File: src/rtl/clock_pkg.sv
// Shared time-field width, default wrap limits and
// wrap-around step helpers for digital_clock.
package clock_pkg;
  localparam int TW = 6;

  typedef logic [TW-1:0] tval_t;

  localparam int SEC_MAX_DEF  = 59;
  localparam int MIN_MAX_DEF  = 59;
  localparam int HOUR_MAX_DEF = 23;

  function automatic tval_t wrap_inc(
    input tval_t v,
    input tval_t lim
  );
    return (v == lim) ? '0 : v + tval_t'(1);
  endfunction

  function automatic tval_t wrap_dec(
    input tval_t v,
    input tval_t lim
  );
    return (v == '0) ? lim : v - tval_t'(1);
  endfunction
endpackage

File: src/rtl/digital_clock_rise_detect.sv
// Rising-edge detector: one-cycle pulse when d is 1 and was 0 last edge.
// Ports: clk, reset (sync, active-high), d (level), rise (pulse).
module rise_detect (
  input  logic clk,
  input  logic reset,
  input  logic d,
  output logic rise
);
  logic prev;

  always_ff @(posedge clk) begin
    if (reset) prev <= 1'b0;
    else       prev <= d;
  end

  assign rise = d & ~prev;
endmodule

File: src/rtl/digital_clock.sv
// 24h digital clock, run mode counts seconds, set mode adjusts min/hour.
// Ports: Clk_1sec, reset, clock_enable, 4 adjust buttons, h/m/s outputs.
module digital_clock
  import clock_pkg::*;
#(
  parameter int SEC_MAX  = SEC_MAX_DEF,
  parameter int MIN_MAX  = MIN_MAX_DEF,
  parameter int HOUR_MAX = HOUR_MAX_DEF
) (
  input  logic          Clk_1sec,
  input  logic          reset,
  input  logic          clock_enable,
  input  logic          min_inc,
  input  logic          min_dec,
  input  logic          hour_inc,
  input  logic          hour_dec,
  output logic [TW-1:0] seconds,
  output logic [TW-1:0] minutes,
  output logic [TW-1:0] hours
);
  localparam tval_t SEC_LIM  = tval_t'(SEC_MAX);
  localparam tval_t MIN_LIM  = tval_t'(MIN_MAX);
  localparam tval_t HOUR_LIM = tval_t'(HOUR_MAX);

  logic min_up, min_dn, hour_up, hour_dn;

  // Detectors keep tracking in run mode so that
  // a button held across a mode switch is not
  // seen as a fresh press.
  rise_detect u_min_inc (
    .clk   (Clk_1sec),
    .reset (reset),
    .d     (min_inc),
    .rise  (min_up)
  );

  rise_detect u_min_dec (
    .clk   (Clk_1sec),
    .reset (reset),
    .d     (min_dec),
    .rise  (min_dn)
  );

  rise_detect u_hour_inc (
    .clk   (Clk_1sec),
    .reset (reset),
    .d     (hour_inc),
    .rise  (hour_up)
  );

  rise_detect u_hour_dec (
    .clk   (Clk_1sec),
    .reset (reset),
    .d     (hour_dec),
    .rise  (hour_dn)
  );

  always_ff @(posedge Clk_1sec) begin
    if (reset) begin
      seconds <= '0;
      minutes <= '0;
      hours   <= '0;
    end else if (clock_enable) begin
      seconds <= wrap_inc(seconds, SEC_LIM);
      if (seconds == SEC_LIM) begin
        minutes <= wrap_inc(minutes, MIN_LIM);
        if (minutes == MIN_LIM)
          hours <= wrap_inc(hours, HOUR_LIM);
      end
    end else begin
      // Opposing edges in one cycle cancel out.
      unique case (1'b1)
        (min_up & ~min_dn):
          minutes <= wrap_inc(minutes, MIN_LIM);
        (min_dn & ~min_up):
          minutes <= wrap_dec(minutes, MIN_LIM);
        default: ;
      endcase
      unique case (1'b1)
        (hour_up & ~hour_dn):
          hours <= wrap_inc(hours, HOUR_LIM);
        (hour_dn & ~hour_up):
          hours <= wrap_dec(hours, HOUR_LIM);
        default: ;
      endcase
    end
  end
endmodule

File: config.mk
export PLATFORM = sky130hd
export DESIGN_NAME = digital_clock
export DESIGN_NICKNAME = d
export VERILOG_FILES = /design/src/rtl/clock_pkg.sv /design/src/rtl/digital_clock_rise_detect.sv /design/src/rtl/digital_clock.sv
export SDC_FILE = /design/constraint.sdc
export NUM_CORES = 1
export LEC_CHECK = 0
export CORE_MARGIN = 5
export CORE_UTILIZATION = 33
export CTS_BUF_LIST = sky130_fd_sc_hd__clkbuf_4
export DETAILED_ROUTE_END_ITERATION = 8
export SLEW_MARGIN = 20
export SYNTH_ARGS = -nofsm -noshare
export SYNTH_HDL_FRONTEND = slang
export SYNTH_SLANG_ARGS = --single-unit
File: constraint.sdc
create_clock -name Clk_1sec -period 4.6 [get_ports Clk_1sec]
set_clock_uncertainty 0.05 [all_clocks]
set_input_delay 0.92 -clock Clk_1sec [delete_from_list [all_inputs] [get_ports Clk_1sec]]
set_output_delay 0.92 -clock Clk_1sec [all_outputs]
set_load 0.05 [all_outputs]
==> reports/metrics.yaml, run 1 <==
status: "completed"
io-pin-count: 25
grt_use_met1_pct: 15.7
wl_per_cell_um: 13.6
cp-end-kind: "register"
port_buffers: 24
yosysUniqueCellTypes: 57
h-tree-depth: 1
critPathKind: "in -> reg"
cp_cell_sequence: "clkdlybuf4s50_1 > nand2_1 > or3_4 > o21ai_2 > o21ai_0 > a221oi_1"
max_stage_delay_ns: 0.81
vdd_ir_drop_max_uv: 136
yosys_warnings: 0
worst_path_max_delay_cell: "clkdlybuf4s50_1"
synth_top_area_share_pct: 28.6
slew_viol_final: 0
die_w_um: 78.3
place_congestion: 0.808
cell_internal_pwr_uw: 342
required_ns: 4.77
synth_ff_type: "dfxtp_1"
synth-seq-area-share_pct: 28.6
rr_worst_depth: 6
avgSynthCellArea_um2: 8.42
track_usage_pct: 11.9
grt_pass1_wl_um: 6050
clock_sinks: 22
hold_buffers: 0
start_util_pct: 34.7
synth.area.top_cells: "dfxtp_1 (29%), ha_1 (5.7%), nor3_1 (3.9%)"
overflow: 0
cap_violations: 0
cts_resized: 0
clkTransAtPathRegs_ns: 0.14
maxSlewHeadroom_pct: 39.3
min_from: "seconds[1]"
reg2reg_from: "seconds[0]"
drt_iter0_drc: 89
worst_hold_path_type: "reg -> reg"
setup-violations-final: 0
drc: 0
tns_ns: 0
leakagePower_uw: 0.000645
path_buf_inv: 1
power_frac_comb_pct: 26.4
grt.busiest_layer: "met2"
grt_setup_unrepaired: "no"
syn_to_final_growth_pct: 19.1
cp_top_family: "buffers and inverters"
grt_max_degree: 25
worstSetupPathDepth: 6
stdcell_count: 253
seqPwrFrac_pct: 43.3
cts_tree: "yes"
fillCellCount: 464
grt_use_met2_pct: 18.8
async_flop_share_pct: 0
root_buffer: "clkbuf_4"
p_sw_uw: 156
seq_area_um2: 440
post-route-min-period_ns: 2.81
first_pass_iters: 4
placed_area_um2: 1780
synthesis.area_um2: 1540
pwr_density_cell_nw_per_um2: 271
pwr-share-clk_pct: 30.3
post-dp-hpwl_um: 2460
grt_use_met3_pct: 1.60
antenna_found_initial: 0
core-area_um2: 4440
hold_violations: 0
power_uw: 498
dp.cells: 249
nets: 216
max_freq_ghz: 0.355
row_count: 24
synth_top_cell_by_area: "dfxtp_1"
post-cts-setup-buffer-count: 0
dieArea_um2: 6130
cp-startpoint: "clock_enable"
ys_ff_latch: 22
via_per_inst: 5.53
grt_pass1_vias: 1292
fin_area_um2: 1830
yosys-top-cells-count: "dfxtp_1 (22), nand2_1 (14), nor2_1 (13)"
start_kind: "input port"
worst_slew_pin_slew_ns: 0.907
hold_path_depth: 2
switching_share_pct: 31.3
wl_um: 3440
layout-drive-gt1-share_pct: 11.9
cts_made_buffers: 3
synth_cells: 183
via_count: 1399
num_antenna_cells: 0
fin_crit_sh_pct: 61.2
die_h_um: 78.3
synth_edf_count: 0
insertion_delay_ns: 0.32
multiInputGateArea_um2: 1020
synth.net_count: 197
cp.arrival_ns: 2.99
synth_most_common_cell: "dfxtp_1"
crit_path_max_fanout: 12
clock_path_buffers: 2
ant_nets: 0
## state kept, by name, summed over array words and instances (netlist names)
signal           cells
seconds              6
u_hour_inc.prev      1
u_min_dec.prev       1
u_min_inc.prev       1
u_hour_dec.prev      1
minutes              6
hours                6
## power by group through the flow
stage                     Combinational, µW  Sequential, µW  Clock (µW)
final                                   131             216         151
after global routing                    144             218         163
after CTS                               132             215         157
after detailed placement                132             220           0
after global placement                  131             220           0
after floorplan                        77.5             239           0
## cell usage in the layout (no fill, tap or decap), types with 2 or more instances in the layout
cell             Yosys  routed
and2b_1              2       2
nand4_1              4       4
o31ai_1              3       3
or3_4                2       2
dfxtp_1             22      22
a211oi_1             2       2
o21ai_0              9       9
nor3b_1              2       2
nand3_1              8       8
a21o_1               2       2
a31oi_1              2       2
o21ai_2              2       2
clkdlybuf4s50_1      0      24
a21bo_2              3       3
inv_1                5       5
nor2b_1              7       7
nor3_1              12      12
xnor2_1              4       4
nand2_1             14      14
xor2_1               4       4
nand2b_1             5       5
a21oi_1              8       8
clkbuf_4             0       3
mux2i_1              2       2
nor2_1              13      13
ha_1                 7       7
## cell families (layout without fill, tap and decap cells)
group | count (synthesis) | after routing | synth area share, %
AO/OA/AOI/OAI | 46 | 46 | 22.1
buffers and inverters | 15 | 33 | 5.36
adder cells (fa/ha/maj) | 7 | 7 | 5.69
AND/OR/NAND/NOR | 82 | 82 | 31.7
multiplexers | 3 | 3 | 2.03
XOR/XNOR | 8 | 8 | 4.55
flip-flops | 22 | 22 | 28.6
## final cells by class
class / count / area share, %
clock buffers: 3 / 1.23
clock inverters: 1 / 1.64
inverters: 5 / 1.02
multi-input cells: 146 / 55.5
flip-flops and latches: 22 / 24.0
well taps: 52 / 3.55
repair buffers: 24 / 13.1
## final timing paths
path                      to  slack [ns]
setup reg to reg  minutes[0]        2.65
hold reg to reg   seconds[1]        0.52
hold / removal    seconds[1]        0.52
setup / recovery  minutes[0]        1.79
## worst register-to-register path: cells and delay by family (launching register included)
family | cells | cell delay (ns)
flip-flops | 1 | 0.43
AND/OR/NAND/NOR | 2 | 0.50
AO/OA/AOI/OAI | 3 | 0.67
adder cells (fa/ha/maj) | 1 | 0.21
## metal layers
layer  share of wire [%]  up-vias
met2                  45       24
met4                 1.2        0
met3                 3.3        2
met5                   0        -
met1                  50      672
li1                    -      701
## through the flow
step	setup WS, ns	hold WS [ns]	util [%]
floorplan	2.35	0.682	-
global placement	1.50	0.502	40.1
detailed placement	1.44	0.502	40.1
CTS	1.79	0.526	41.3
global route	1.60	0.570	41.3
finish	1.79	0.525	41.3
No activity file was read; power rests on OpenSTA's default activity.
==> run 2: changes to the inputs <==
==> constraint.sdc (replaced) <==
create_clock -name Clk_1sec -period 2.8 [get_ports Clk_1sec]
set_clock_uncertainty 0.05 [all_clocks]
set_input_delay 0.56 -clock Clk_1sec [delete_from_list [all_inputs] [get_ports Clk_1sec]]
set_output_delay 0.56 -clock Clk_1sec [all_outputs]
set_load 0.05 [all_outputs]
==> run 2 against run 1 <==
  * First-iteration DRC count is 6.7% lower
  * Sequential share of layout area stayed put
  * Setup slack worse by 1.4 ns
  * Die area stayed put
  * Flip-flop and latch count stayed put
  * Cell area stayed put
  * Hold slack worse by 0.0098 ns
  * Count of clock-buffer cells in the layout stayed put
  * Core utilization stayed put
  * Critical endpoint is now minutes[3]
  * Largest cell class unchanged
  * Largest power group unchanged
  * Highest routed layer unchanged
==> reports/metrics.yaml, run 2 (same netlist as run 1, synthesis figures left out) <==
cts_tree: "yes"
drt_iter0_drc: 83
max_stage_delay_ns: 0.89
holdPathEnd: "seconds[1]"
num_antenna_cells: 0
h-tree-depth: 1
status: "completed"
fin_area_um2: 1830
cts_resized: 0
first_pass_iters: 4
clock_sinks: 22
stdcell_count: 256
clock_path_buffers: 2
grt_pass1_vias: 1258
port_buffers: 24
start_kind: "register"
grt_pass1_wl_um: 5930
r2r_end: "hours[5]"
core-area_um2: 4440
max_freq_ghz: 0.420
post-cts-setup-buffer-count: 0
layout-drive-gt1-share_pct: 13.2
worst_hold_path_type: "reg -> reg"
fillCellCount: 456
slew_viol_final: 0
clkTransAtPathRegs_ns: 0.12
dp.cells: 253
io-pin-count: 25
min_from: "seconds[1]"
antenna_found_initial: 0
required_ns: 2.19
setup-violations-final: 0
insertion_delay_ns: 0.30
fin_crit_sh_pct: 85.1
drc: 0
start_util_pct: 34.7
root_buffer: "clkbuf_4"
post-route-min-period_ns: 2.38
vdd_ir_drop_max_uv: 175
post-dp-hpwl_um: 2510
reg2reg_from: "minutes[1]"
cp_cell_sequence: "clkdlybuf4s50_1"
layout_commonest_cell: "clkdlybuf4s50_1"
cp_top_family: "buffers and inverters"
critPathKind: "reg -> out"
reg_top3: "hours x6, minutes x6, seconds x6"
overflow: 0
hold_path_depth: 2
die_h_um: 78.3
crit_path_max_fanout: 12
hold_violations: 0
pwr_density_cell_nw_per_um2: 389
track_usage_pct: 11.6
tns_ns: 0
path_buf_inv: 1
mostFrequentLayoutCells: "clkdlybuf4s50_1 (24), dfxtp_1 (22), nand2_1 (14), nor2_1 (13), nor3_1 (12)"
worst_path_max_delay_cell: "clkdlybuf4s50_1"
leakagePower_uw: 0.000651
power_uw: 714
wl_um: 3370
cp.arrival_ns: 1.77
rr_worst_depth: 5
maxSlewHeadroom_pct: 66.5
rrSetupSlack_ns: 0.84
worst_slew_pin_slew_ns: 0.500
grt_max_degree: 13
nets: 220
wl_per_cell_um: 13.1
via_count: 1381
ant_nets: 0
cts_made_buffers: 3
via_per_inst: 5.39
cp-end-kind: "output pin"
grt_setup_unrepaired: "no"
syn_to_final_growth_pct: 19.1
dieArea_um2: 6130
holdWs_ns: 0.515
hold_buffers: 0
place_congestion: 0.785
row_count: 24
placed_area_um2: 1810
die_w_um: 78.3
cap_violations: 0
-- run 2: cell types whose count changed in the layout (fill, tap and decap cells not counted), sizes merged --
cell,previous run,this run
buf,0,4
bufinv,1,0
-- run 2: per-stage QoR --
stage / utilization, % / setup slack, ns
after floorplan: - / 0.693
after global placement: 40.8 / 0.243
after detailed placement: 40.8 / 0.166
after CTS: 41.3 / 0.414
after global routing: 41.3 / 0.352
final: 41.3 / 0.416
-- run 2: cell type report --
cell class | instances | area [µm²] | area share (%)
Clock buffer | 3 | 22.5 | 1.23
Inverter | 5 | 18.8 | 1.02
Multi-Input combinational cell | 146 | 1020 | 55.5
Sequential cell | 22 | 440 | 24.0
Tap cell | 52 | 65.1 | 3.55
Timing Repair Buffer | 28 | 270 | 14.7
-- run 2: how the worst max path moves through the flow --
| stage | start | slack [ns] | end | cells after the start |
|---|---|---|---|---|
| after floorplan | seconds[0] | 0.69 | hours[5] | 6 |
| after global placement | clock_enable | 0.24 | hours[5] | 6 |
| after detailed placement | clock_enable | 0.17 | hours[5] | 6 |
| after CTS | minutes[3] | 0.41 | minutes[3] | 1 |
| after global routing | minutes[3] | 0.35 | minutes[3] | 1 |
| final | minutes[3] | 0.42 | minutes[3] | 1 |
-- run 2: per-layer routing --
layer | up-vias | GRT usage, % | wire length [µm]
met5 | - | 0 | 0
met4 | 0 | 5.24 | 65
met3 | 5 | 1.83 | 119
met2 | 28 | 18.8 | 1510
met1 | 639 | 15.1 | 1670
li1 | 709 | - | -
-- run 2: where the power goes --
part,internal [µW],total [µW],switching (µW)
registers,328,353,24.7
clock network,50.2,143,93.1
logic,92.8,218,125
total,471,714,243
